## config.mk

```make
export PLATFORM = sky130hd
export DESIGN_NAME = serial_slave_port
export DESIGN_NICKNAME = d
export VERILOG_FILES = /design/src/rtl/serial_slave_port.sv
export SDC_FILE = /design/constraint.sdc
export NUM_CORES = 1
export LEC_CHECK = 0
export ABC_AREA = 1
export BUFFER_PORTS_ARGS = -buffer_cell sky130_fd_sc_hd__buf_2
export CORE_ASPECT_RATIO = 0.6
export CORE_MARGIN = 2
export CORE_UTILIZATION = 50
export CTS_BUF_LIST = sky130_fd_sc_hd__clkbuf_4
export DETAILED_ROUTE_END_ITERATION = 16
export PLACE_DENSITY_LB_ADDON = 0.3
export SYNTH_ARGS = -nofsm -noshare
export SYNTH_HDL_FRONTEND = slang
export SYNTH_SLANG_ARGS = --single-unit
```

## constraint.sdc

```tcl
create_clock -name clock -period 3.06 [get_ports clock]
set_clock_uncertainty 0.2 [all_clocks]
set_input_delay 0.306 -clock clock [delete_from_list [all_inputs] [get_ports clock]]
set_output_delay 0.306 -clock clock [all_outputs]
set_load 0.01 [all_outputs]
```

## src/rtl/serial_slave_port.sv

```systemverilog
// serial_slave_port: responder end of the serial bus. Receives a header and
// optional write words bit-serially, performs single/burst memory accesses
// and returns read words serially, LSB first.
//
// Ports:
//   clock, rst          rising-edge clock, synchronous active-high reset
//   slave_sel           arbiter grant; dropping it mid-frame aborts
//   m_valid, m_data     master bit strobe and serial bit
//   s_ready             header ack (write) and per-word write ack
//   s_valid, s_data     read data strobe and serial bit
//   s_busy              high whenever not idle
//   mem_addr/wdata/we   local memory request
//   mem_rdata           registered RAM data, valid one cycle after mem_addr
module serial_slave_port #(
    parameter int ADDR_WIDTH = 12,
    parameter int DATA_WIDTH = 8,
    parameter int BURST_LEN  = 4
) (
    input  logic                  clock,
    input  logic                  rst,
    input  logic                  slave_sel,
    input  logic                  m_valid,
    input  logic                  m_data,
    output logic                  s_ready,
    output logic                  s_valid,
    output logic                  s_data,
    output logic                  s_busy,
    output logic [ADDR_WIDTH-1:0] mem_addr,
    output logic [DATA_WIDTH-1:0] mem_wdata,
    output logic                  mem_we,
    input  logic [DATA_WIDTH-1:0] mem_rdata
);
    localparam int HW   = ADDR_WIDTH + 2;
    localparam int MAXB = (HW > DATA_WIDTH) ? HW : DATA_WIDTH;
    localparam int CW   = $clog2(MAXB + 1);
    localparam int WW   = $clog2(BURST_LEN + 1);

    typedef enum logic [2:0] {
        S_IDLE,
        S_RX_HDR,
        S_ACK,
        S_RX_DATA,
        S_MEM_WR,
        S_MEM_RD,
        S_TX_DATA,
        S_DONE
    } state_t;

    state_t                r_state;
    state_t                w_next;
    logic [HW-2:0]         r_hdr;
    logic [DATA_WIDTH-1:0] r_word;
    logic [ADDR_WIDTH-1:0] r_addr;
    logic [CW-1:0]         r_bcnt;
    logic [WW-1:0]         r_wcnt;
    logic                  r_burst;

    logic [HW-1:0]         w_hdr_sh;
    logic [DATA_WIDTH-1:0] w_word_sh;
    logic                  w_hdr_last;
    logic                  w_bit_last;
    logic                  w_word_last;
    logic                  w_abort;
    logic                  w_tx;

    // Header bits arrive LSB first; once complete, bit0 = rw, bit1 = burst.
    assign w_hdr_sh    = {m_data, r_hdr};
    assign w_word_sh   = {m_data, r_word[DATA_WIDTH-1:1]};
    assign w_hdr_last  = (r_bcnt == CW'(HW - 1));
    assign w_bit_last  = (r_bcnt == CW'(DATA_WIDTH - 1));
    assign w_word_last = (r_wcnt == (r_burst ? WW'(BURST_LEN - 1) : '0));
    assign w_abort     = !slave_sel && (r_state != S_IDLE)
                                    && (r_state != S_DONE);
    assign w_tx        = slave_sel && (r_state == S_TX_DATA);

    always_comb begin
        w_next = r_state;
        unique case (r_state)
            S_IDLE:    if (slave_sel && m_valid) w_next = S_RX_HDR;
            S_RX_HDR:  if (m_valid && w_hdr_last)
                           w_next = w_hdr_sh[0] ? S_MEM_RD : S_ACK;
            S_ACK:     w_next = S_RX_DATA;
            S_RX_DATA: if (m_valid && w_bit_last) w_next = S_MEM_WR;
            S_MEM_WR:  w_next = w_word_last ? S_DONE : S_RX_DATA;
            S_MEM_RD:  w_next = S_TX_DATA;
            S_TX_DATA: if (w_bit_last)
                           w_next = w_word_last ? S_DONE : S_MEM_RD;
            S_DONE:    w_next = S_IDLE;
            default:   w_next = S_IDLE;
        endcase
        if (w_abort) w_next = S_IDLE;
    end

    // Strobes are gated by slave_sel so they fall in the same cycle the
    // grant is lost; an unwritten word is then simply dropped.
    always_comb begin
        s_busy    = (r_state != S_IDLE);
        s_ready   = slave_sel && ((r_state == S_ACK) || (r_state == S_MEM_WR));
        mem_we    = slave_sel && (r_state == S_MEM_WR);
        s_valid   = w_tx;
        s_data    = 1'b0;
        mem_addr  = '0;
        mem_wdata = '0;
        if (w_tx) begin
            // First bit of each word bypasses straight from the RAM output
            // so the data starts two cycles after the header completes.
            s_data = (r_bcnt == '0) ? mem_rdata[0] : r_word[0];
        end
        if ((r_state == S_MEM_WR) || (r_state == S_MEM_RD)) begin
            mem_addr = r_addr;
        end
        if (r_state == S_MEM_WR) begin
            mem_wdata = r_word;
        end
    end

    always_ff @(posedge clock) begin
        if (rst) begin
            r_state <= S_IDLE;
            r_hdr   <= '0;
            r_word  <= '0;
            r_addr  <= '0;
            r_bcnt  <= '0;
            r_wcnt  <= '0;
            r_burst <= 1'b0;
        end else begin
            r_state <= w_next;
            unique case (r_state)
                S_IDLE: begin
                    if (slave_sel && m_valid) begin
                        r_hdr  <= w_hdr_sh[HW-1:1];
                        r_bcnt <= CW'(1);
                    end
                end
                S_RX_HDR: begin
                    if (m_valid) begin
                        r_hdr <= w_hdr_sh[HW-1:1];
                        if (w_hdr_last) begin
                            r_addr  <= w_hdr_sh[HW-1:2];
                            r_burst <= w_hdr_sh[1];
                            r_bcnt  <= '0;
                            r_wcnt  <= '0;
                        end else begin
                            r_bcnt <= r_bcnt + CW'(1);
                        end
                    end
                end
                S_RX_DATA: begin
                    if (m_valid) begin
                        r_word <= w_word_sh;
                        r_bcnt <= w_bit_last ? '0 : r_bcnt + CW'(1);
                    end
                end
                S_MEM_WR: begin
                    r_addr <= r_addr + ADDR_WIDTH'(1);
                    r_wcnt <= r_wcnt + WW'(1);
                end
                S_TX_DATA: begin
                    r_word <= (r_bcnt == '0) ? (mem_rdata >> 1)
                                             : (r_word >> 1);
                    if (w_bit_last) begin
                        r_bcnt <= '0;
                        r_addr <= r_addr + ADDR_WIDTH'(1);
                        r_wcnt <= r_wcnt + WW'(1);
                    end else begin
                        r_bcnt <= r_bcnt + CW'(1);
                    end
                end
                default: ;
            endcase
            if (w_abort) begin
                r_bcnt <= '0;
                r_wcnt <= '0;
            end
        end
    end

endmodule

```

==> flow_summary_export.csv <==
group,metric,value,unit
status,status,"complete, no violations",
critical_path,critPathMaxStageDelay,0.54,ns
layout,filler_cell_count,511,
critical_path,worst_path_max_delay_cell,"dfxtp_1",
sta,period_share,90.59,%
clock_network,ctsResizeCount,0,
yosys,syn_avg_cell_area,6.393,µm²
sta,final.min_clock_period,2.772,ns
grt,grt_pass1_vias,2350,
drt,via_per_inst,5.458,
critical_path,crit_start,"r_state[2]",
yosys,ys_types,30,
sta,fmax,360.7,MHz
clock_network,h-tree-depth,2,
layout,n_antenna_cell,0,
critical_path,cpLargestDelayFamily,"buffers and inverters",
worst_hold_path,hold_start,"mem_rdata[7]",
yosys,synthCells,410,
clock_network,cts-root-buf,"clkbuf_4",
critical_path,cp.arrival,2.27,ns
yosys,synthFlopType,"dfxtp_1",
yosys,yosysWarnings,0,
floorplan,die_w,97.48,µm
critical_path,cp_max_fo,21,
floorplan,coreArea,0.005055,mm²
yosys,ys_ff_latch,44,
drt,drc,0,
floorplan,placementRows,20,
placement,portBuffers,37,
sta,setup_viol,0,
layout,area_growth,8.974,%
worst_hold_path,hold_path_class,"input pin to register",
placement,hpwl,4.690,mm
grt,antenna_found_initial,0,
power,power.leakage,1.212,nW
sta,drv_slew,0,
grt,grt_max_degree,22,
grt,grt-ovfl-total,0,
critical_path,crit_top_cell,"nand2_1",
clock_network,numCtsBuffers,5,
critical_path,worstSetupStartpointType,"register",
yosys,synth_most_common_cell,"nand2_1",
grt,grt.total_usage,22.48,%
critical_path,crit_required,2.55,ns
grt,grt_util_met3,5.146,%
drt,ant_nets,0,
drt,drtIter0Drc,261,
floorplan,ioPinCount,38,
yosys,async_flop_share,0,%
clock_network,cts_hold_buf,0,
grt,top_usage_layer,"met2",
sta,hold_slack,0.03398,ns
yosys,synth_top_area_share,33.60,%
drt,via_count,2767,
power,p_per_area,443.5,mW/mm²
yosys,netlist_area,0.002621,mm²
critical_path,r2r-start,"r_state[2]",
grt,use_met1,32.65,%
sta,fin_tns_setup,0,ns
floorplan,die_y,60.09,µm
clock_network,cts_tree,"done",
power,vdd_drop_max,0.0003500,V
drt,drt-pass1-iter-count,5,
clock_network,post_cts_buffers,0,
yosys,synth_edf_count,0,
floorplan,start_util,51.86,%
critical_path,cp_cell_sequence,"inv_2 -> nor2_2 -> buf_4 -> nand2_1 -> nand2_1 -> inv_1 -> nor2_1 -> buf_2",
critical_path,critPathBufInv,4,
critical_path,criticalPathCategory,"register to output pin",
grt,grt_use_met2,33.40,%
sta,worst_pin_slew,0.5507,ns
drt,detail_route.wl_per_cell,12.58,µm
placement,place_congestion,0.8813,
critical_path,end_kind,"output pin",
layout,drive_above_1_share,15.19,%
yosys,synth_area_leaders,"dfxtp_1 (34%), nand2_1 (13%), nand3_1 (8.2%), a21oi_1 (7.8%), nor2_1 (7.7%)",
yosys,syn_nets,428,
clock_network,clockBufferDepth,2,
run,drv_cap,0,
sta,rsz0062_at_grt,"false",
clock_network,clk_latency,0.36,ns
layout,nets,458,
yosys,synthTopCellsByCount,"nand2_1 (92), nor2_1 (54), dfxtp_1 (44), nand3_1 (43), inv_1 (42)",
yosys,synth_seq_area_share,33.60,%
clock_network,clk_transition_reported_paths,0.13,ns
sta,finalHoldViolCount,0,
yosys,synth_area_leader_cell,"dfxtp_1",
grt,grt_pass1_wl,10.65,mm
drt,wl,6.378,mm
sta,slew_headroom,63.25,%
clock_network,cts.sinks,44,
floorplan,die_area,0.005857,mm²
## layer usage
layer | vias up | share of wire [%]
li1 | 1393 | -
met1 | 1256 | 50
met2 | 112 | 40
met3 | 6 | 8.5
met4 | 0 | 0.63
met5 | - | 0
## worst register-to-register path, stage by stage (launching register included)
cell,delay [ns]
dfxtp_1,0.54
inv_2,0.09
nor2_2,0.09
buf_4,0.25
nand2_1,0.29
nand2_1,0.14
inv_1,0.22
nand3_1,0.16
nand2_1,0.06
a21oi_1,0.14
## cell usage in the layout, fill, tap and decap left out
cell type	instances
nand2_1	92
nor2_1	54
dfxtp_1	44
nand3_1	43
inv_1	42
a21oi_1	41
buf_2	37
o21ai_0	34
nand2_2	7
inv_2	6
nor3_1	5
ha_1	5
clkbuf_4	5
nand4_1	4
nor2_4	2
nand2_4	2
o22ai_1	2
o21ai_1	2
clkinv_2	2
nor2_2	1
o21ai_4	1
nor2_8	1
o31ai_1	1
a22oi_1	1
o211ai_1	1
nand3b_1	1
a211oi_2	1
xor2_1	1
a21boi_0	1
clkinv_4	1
buf_4	1
## worst paths after layout
kind	slack (ns)	cells past startpoint	to
min	0.03	3	r_word[6]
max	0.29	8	mem_addr[3]
min reg2reg	0.29	2	r_hdr[7]
max reg2reg	0.83	9	r_state[1]
## area by class of cell
class | instances | area, µm² | share of cell area [%]
tap | 66 | 82.58 | 2.891
timing repair buffer | 38 | 192.7 | 6.746
clock inverter | 3 | 18.77 | 0.6570
clock buffer | 5 | 37.54 | 1.314
inverter | 48 | 180.2 | 6.307
sequential | 44 | 880.8 | 30.84
multi-input combinational | 303 | 1464 | 51.25
## sequential cells by signal, indices dropped and copies added (netlist names)
signal,flops
r_state,3
r_word,8
r_wcnt,3
r_bcnt,4
r_addr,12
r_hdr,13
r_burst,1
## report_power, final
group	leakage, nW	internal, mW	switching [mW]	total, mW
combinational	0.820	0.0952	0.210	0.305
clock	0.0349	0.0886	0.199	0.287
sequential	0.357	0.621	0.0532	0.674
## kinds of logic (layout without fill, tap and decap cells)
| family | Yosys count | in the layout | synth area share (%) |
|---|---|---|---|
| AND/OR/NAND/NOR | 212 | 212 | 35.70 |
| AO/OA/AOI/OAI | 85 | 85 | 17.42 |
| adder cells (fa/ha/maj) | 5 | 5 | 2.387 |
| flip-flops | 44 | 44 | 33.60 |
| buffers and inverters | 63 | 94 | 10.55 |
| XOR/XNOR | 1 | 1 | 0.3342 |
## through the flow
step / utilization (%) / std cells / power, mW / instance area (µm²) / setup WS (ns)
floorplan: - / 410 / 0.9221 / 2621 / 1.270
global placement: 55.40 / 499 / 0.9778 / 2800 / 0.7805
detailed placement: 55.40 / 499 / 0.9824 / 2800 / 0.7066
CTS: 56.51 / 507 / 1.264 / 2856 / 0.2945
global route: 56.51 / 507 / 1.349 / 2856 / 0.08584
finish: 56.51 / 507 / 1.267 / 2856 / 0.2878
No activity file was read; power rests on OpenSTA's default activity.
